--- src/rtl/dmem_mmio_responder.sv ---
`default_nettype none
// ============================================================================
// Module   : dmem_mmio_responder
// Purpose  : Responder end of the core's data-memory port. Ordinary addresses
//            hit a word-addressed RAM; addresses 0xFFFF_xxxx hit an MMIO block
//            with a free-running cycle counter and a transmit FIFO drained
//            over a valid/ready stream. Reads are combinational, writes
//            commit on the rising edge of clk.
// Ports    : clk        - system clock
//            reset      - asynchronous active-high reset
//            dmem_we    - write enable from the core
//            dmem_addr  - byte address (bits [1:0] ignored)
//            dmem_wdata - write data
//            dmem_rdata - combinational read data
//            out_valid  - FIFO head valid
//            out_data   - FIFO head word (0 when empty)
//            out_ready  - downstream accepts the head word
// Revision : 1.0 - initial release
// ============================================================================
module dmem_mmio_responder #(
  parameter int RAM_WORDS  = 64,
  parameter int FIFO_DEPTH = 4
) (
  input  logic        clk,
  input  logic        reset,
  input  logic        dmem_we,
  input  logic [31:0] dmem_addr,
  input  logic [31:0] dmem_wdata,
  output logic [31:0] dmem_rdata,
  output logic        out_valid,
  output logic [31:0] out_data,
  input  logic        out_ready
);

  localparam int c_RAM_AW = $clog2(RAM_WORDS);
  localparam int c_PTR_W  = $clog2(FIFO_DEPTH);
  localparam logic [c_PTR_W:0] c_FULL_COUNT = (c_PTR_W + 1)'(FIFO_DEPTH);

  localparam logic [7:0] c_OFF_TXDATA = 8'h00;
  localparam logic [7:0] c_OFF_STATUS = 8'h04;
  localparam logic [7:0] c_OFF_CYCLE  = 8'h08;

  // --------------------------------------------------------------------------
  // Address decode
  // --------------------------------------------------------------------------
  logic                w_is_mmio;
  logic [c_RAM_AW-1:0] w_ram_idx;
  logic [7:0]          w_off;
  logic                w_unused;

  assign w_is_mmio = (dmem_addr[31:16] == 16'hFFFF);
  assign w_ram_idx = dmem_addr[c_RAM_AW+1:2];
  assign w_off     = dmem_addr[7:0];
  // Offset bits [15:8] and the byte lane bits are deliberately don't-care.
  assign w_unused  = ^{dmem_addr[15:8], dmem_addr[1:0]};

  logic w_ram_we;
  logic w_push_req;
  logic w_status_clr;
  logic w_cycle_ld;

  assign w_ram_we     = dmem_we && !w_is_mmio;
  assign w_push_req   = dmem_we && w_is_mmio && (w_off == c_OFF_TXDATA);
  assign w_status_clr = dmem_we && w_is_mmio && (w_off == c_OFF_STATUS) && dmem_wdata[2];
  assign w_cycle_ld   = dmem_we && w_is_mmio && (w_off == c_OFF_CYCLE);

  // --------------------------------------------------------------------------
  // RAM (contents survive reset, so no reset term here)
  // --------------------------------------------------------------------------
  logic [31:0] r_ram [RAM_WORDS];

  always_ff @(posedge clk) begin
    if (w_ram_we) begin
      r_ram[w_ram_idx] <= dmem_wdata;
    end
  end

  // --------------------------------------------------------------------------
  // Transmit FIFO
  // --------------------------------------------------------------------------
  logic [31:0]        r_fifo [FIFO_DEPTH];
  logic [c_PTR_W-1:0] r_rd_ptr;
  logic [c_PTR_W-1:0] r_wr_ptr;
  logic [c_PTR_W:0]   r_count;
  logic               r_overflow;
  logic [31:0]        r_cycle;

  logic w_empty;
  logic w_full;
  logic w_pop;
  logic w_push;
  logic w_drop;

  assign w_empty = (r_count == '0);
  assign w_full  = (r_count == c_FULL_COUNT);
  assign w_pop   = !w_empty && out_ready;
  // A push into a full FIFO still fits when the head leaves in the same cycle.
  assign w_push  = w_push_req && (!w_full || w_pop);
  assign w_drop  = w_push_req && w_full && !w_pop;

  // Storage needs no reset: the cleared count makes stale entries invisible.
  always_ff @(posedge clk) begin
    if (w_push) begin
      r_fifo[r_wr_ptr] <= dmem_wdata;
    end
  end

  always_ff @(posedge clk or posedge reset) begin
    if (reset) begin
      r_rd_ptr   <= '0;
      r_wr_ptr   <= '0;
      r_count    <= '0;
      r_overflow <= 1'b0;
      r_cycle    <= '0;
    end else begin
      // Pointers are power-of-two wide, so they wrap naturally.
      if (w_pop) begin
        r_rd_ptr <= r_rd_ptr + 1'b1;
      end
      if (w_push) begin
        r_wr_ptr <= r_wr_ptr + 1'b1;
      end
      unique case ({w_push, w_pop})
        2'b10:   r_count <= r_count + 1'b1;
        2'b01:   r_count <= r_count - 1'b1;
        default: r_count <= r_count;
      endcase

      // Clear has priority over a coincident overflow event.
      if (w_status_clr) begin
        r_overflow <= 1'b0;
      end else if (w_drop) begin
        r_overflow <= 1'b1;
      end

      if (w_cycle_ld) begin
        r_cycle <= dmem_wdata;
      end else begin
        r_cycle <= r_cycle + 32'd1;
      end
    end
  end

  assign out_valid = !w_empty;
  assign out_data  = w_empty ? 32'd0 : r_fifo[r_rd_ptr];

  // --------------------------------------------------------------------------
  // Combinational read path
  // --------------------------------------------------------------------------
  always_comb begin
    dmem_rdata = 32'd0;
    if (w_is_mmio) begin
      unique case (w_off)
        c_OFF_STATUS: dmem_rdata = {29'd0, r_overflow, w_full, w_empty};
        c_OFF_CYCLE:  dmem_rdata = r_cycle;
        default:      dmem_rdata = 32'd0;
      endcase
    end else begin
      dmem_rdata = r_ram[w_ram_idx];
    end
  end

endmodule
`default_nettype wire

--- config.mk ---
export PLATFORM = sky130hd
export DESIGN_NAME = dmem_mmio_responder
export DESIGN_NICKNAME = d
export VERILOG_FILES = /design/src/rtl/dmem_mmio_responder.sv
export SDC_FILE = /design/constraint.sdc
export NUM_CORES = 2
export LEC_CHECK = 0
export CORE_MARGIN = 2
export CORE_UTILIZATION = 45
export DETAILED_ROUTE_END_ITERATION = 10
export SYNTH_ARGS = -nofsm -noshare
export SYNTH_HDL_FRONTEND = slang
export SYNTH_SLANG_ARGS = --single-unit
--- constraint.sdc ---
create_clock -name clk -period 3.1 [get_ports clk]
set_input_delay 0.62 -clock clk [delete_from_list [all_inputs] [get_ports clk]]
set_output_delay 0.62 -clock clk [all_outputs]
set_load 0.1 [all_outputs]
==> reports/results.tsv <==
stage	metric	value	unit
global_route	grt_pass1_vias	46300	
clock_network	cts_sinks	2216	
placement	dp_hpwl	167	mm
power	pwr-share-seq	0.513	
floorplan	fp.dieH	440	microns
layout	mostFrequentLayoutCells	edfxtp_1, mux4_2, buf_4	
placement	placed_cells	7185	
route	ant_nets	0	
timing	final.period_utilization	1.16	
floorplan	design.die.area	194000	sq um
synth	syn-instance-count	3982	
clock_network	htreeDepth	4	
setup_path	path_cells	bufbuf_16 -> buf_16 -> buf_12 -> mux4_2 -> mux2i_1 -> buf_4 -> o31ai_1 -> a221oi_4 -> buf_6 -> nor2_4 -> buf_12	
global_route	grt_start_max_net_pins	70	
synth	syn_nets	4056	
route	drc	0	
placement	io_buffer_count	124	
layout	area_growth	28.6	%
clock_network	root_buffer	clkbuf_16	
floorplan	core_area	190000	sq um
route	via_per_inst	6.08	
floorplan	rows	160	
timing	fin_crit	3.60	ns
power	p_comb_frac	0.078	
clock_network	insertion_delay	0.89	ns
power	powerDensity	586	nW/um^2
clock_network	tritoncts	built	
layout	layout_commonest_cell	edfxtp_1	
placement	place.gp.congestion	0.890	
route	wl_per_cell	33.3	microns
worst_hold_path	hp-class	input port to async pin	
setup_path	r2r_start	r_cycle[10]	
timing	tightest_slew	1.14	ns
layout	finalCoreUtilization	0.581	
setup_path	worstPathRequired	2.48	ns
timing	grt_setup_unrepaired	yes	
synth	synth_ff_type	edfxtp_1	
timing	relSlewSlack	0.242	
power	peakVddDrop	532	uV
timing	timing.hold.ws	0.161	ns
power	p_int	49.9	mW
power	p_clk_frac	0.409	
route	drtPass1Iterations	7	
power	p_sw	14.7	mW
setup_path	path_common_cell	buf_12	
power	swShare	0.227	
timing	skew	0.0323	ns
setup_path	rr_worst_depth	5	
synth	synth_edf_count	2176	
route	first_iter_violations	5729	
status	outcome	finished, violations left	
clock_network	cts_buffers	223	
clock_network	cts_buffer_depth	3	
global_route	grt_pass1_wl	358	mm
timing	fin_ws	-0.497	ns
synth	synth_seq_cells	2216	
floorplan	start_util	0.452	
global_route	grt_overflow	0	
setup_path	worst_setup_path_end_kind	output pin	
power	total_power	64.5	mW
setup_path	critPathKind	input port to output pin	
global_route	antenna_found_initial	14	
clock_network	path_clk_slew	0.07	ns
layout	drive_above_1_share	0.433	
setup_path	reg2reg_slack	0.57	ns
synth	syn_area_per_cell	21.5	sq um
setup_path	worstPathArrival	2.98	ns
status	violations	setup timing	
layout	nets	5036	
setup_path	cpMaxStageDelayCell	o31ai_1	
synth	async_flop_share	0.0181	
layout	final_cells	7672	
timing	setup_viol	32	
timing	fmax	278	MHz
synth	syn_area	85600	sq um
floorplan	ioPinCount	133	
global_route	grt.total_usage	0.265	
placement	dp_slack	-1.26	ns
synth	yosysSeqAreaShare	0.775	
power	p_leak	36.0	nW
setup_path	cp-start-kind	input port	
setup_path	critPathMaxFanout	9	
timing	final_max_slew_viol_count	0	
flow_run	maxCapViolations	0	
synth	synth.distinct_cells	67	
route	num_vias	46600	
route	drt-total-wl	256	mm
layout	fillerInstances	13600	
setup_path	slowest_delay	0.41	ns
timing	finalHoldViolations	0	
floorplan	die_w	440	microns
synth	ys_warn_count	0	
setup_path	r2r-end	r_cycle[30]	
-- area by class of cell --
| type | count | area (sq um) | share of cell area |
|---|---|---|---|
| diodes | 3 | 7.51 | 0.0000682 |
| clock buffers | 267 | 5800 | 0.0526 |
| clock inverters | 154 | 1390 | 0.0126 |
| inverters | 18 | 67.6 | 0.000614 |
| multi-input cells | 1516 | 20900 | 0.190 |
| flip-flops and latches | 2216 | 66300 | 0.603 |
| well taps | 2511 | 3140 | 0.0285 |
| repair buffers | 987 | 12400 | 0.113 |
-- routing by layer --
layer,global-route usage,up-vias,part of all wire
li1,-,18800,-
met1,0.368,25100,0.39
met2,0.433,2296,0.49
met3,0.0404,444,0.079
met4,0.0875,2,0.038
met5,0,-,0.000039
-- through the flow --
stage | instance area (sq um) | setup TNS [ns]
after CTS | 110000 | -11.21
after global placement | 100000 | -222.68
after global routing | 110000 | -11.89
after detailed placement | 100000 | -231.00
after floorplan | 87300 | -168.61
final | 110000 | -10.00
-- worst max path at each step --
stage                  startpoint             end  slack (ns)  cells past startpoint
detailed placement   dmem_addr[2]  dmem_rdata[24]       -1.26                     11
global placement     dmem_addr[2]  dmem_rdata[24]       -1.29                     11
CTS                 r_ram[27][11]  dmem_rdata[11]       -0.54                      6
finish               dmem_addr[2]  dmem_rdata[18]       -0.50                     11
floorplan            dmem_addr[4]    r_ram[13][0]       -0.22                      7
global route         r_ram[1][18]  dmem_rdata[18]       -0.56                      8
-- sequential cells by signal, summed over array words and instances (netlist names) --
| signal | flops |
|---|---|
| r_wr_ptr | 2 |
| r_ram | 2048 |
| r_fifo | 128 |
| r_rd_ptr | 2 |
| r_count | 3 |
| r_overflow | 1 |
| r_cycle | 32 |
-- synthesized netlist by cell type, types with 7 or more instances --
cell type  instances  area share
mux2i_1           83      0.0097
a22oi_1           79      0.0069
nor2b_1           14      0.0010
nand3_1           50      0.0029
a32oi_1            7     0.00072
xnor2_1           20      0.0020
o22ai_1           39      0.0028
and2_1            39      0.0028
nand4_1           16      0.0012
a22o_1            20      0.0020
o21ai_0           49      0.0029
nand2b_1          11     0.00080
edfxtp_1        2176        0.76
clkbuf_1         123      0.0054
a31oi_1           13     0.00095
nor3_1            35      0.0020
nor2_1           107      0.0047
inv_1             17     0.00075
buf_1             22     0.00096
nor4_1            14      0.0010
mux2_2            31      0.0041
buf_4             13      0.0011
and3_1             7     0.00051
dfrtp_1           40       0.012
mux4_2           528        0.14
buf_2             72      0.0042
nand2_1          116      0.0051
a21oi_1           96      0.0056
or4_1             14      0.0012
o211ai_1          12      0.0011
a211oi_1          32      0.0028
-- repair_timing --
item | in CTS | in global routing
endpoints found under the setup margin | 57 | 64
gates cloned | 17 | 4
resized for setup | 343 | 106
setup buffers | 45 | 12
pin swaps | 114 | 72
hold buffers | 2 | 0
endpoints found under the hold margin | 6 | 0
-- kinds of logic after synthesis --
logic type | after synthesis | synth area share
compound gates | 389 | 0.0299
xor+xnor | 26 | 0.00266
fa+ha+maj | 6 | 0.000964
buf+inv | 250 | 0.0127
flops | 2216 | 0.775
mux | 642 | 0.153
simple gates | 453 | 0.0263
-- power groups by stage --
stage	combinational [mW]	sequential, mW	clock (mW)
5_1_grt	5.19	33.1	27.9
3_5_place_dp	4.61	33.8	0
3_3_place_gp	4.57	33.7	0
2_1_floorplan	2.18	33.7	0
4_1_cts	4.97	33.1	26.8
6_report	5.01	33.1	26.4
-- critical path, delay by kind of cell --
family	cells	cell delay, ns
AO/OA/AOI/OAI	2	0.56
buffers and inverters	6	1.15
multiplexers	2	0.42
AND/OR/NAND/NOR	1	0.19
Power figures use the tool's default switching activity.
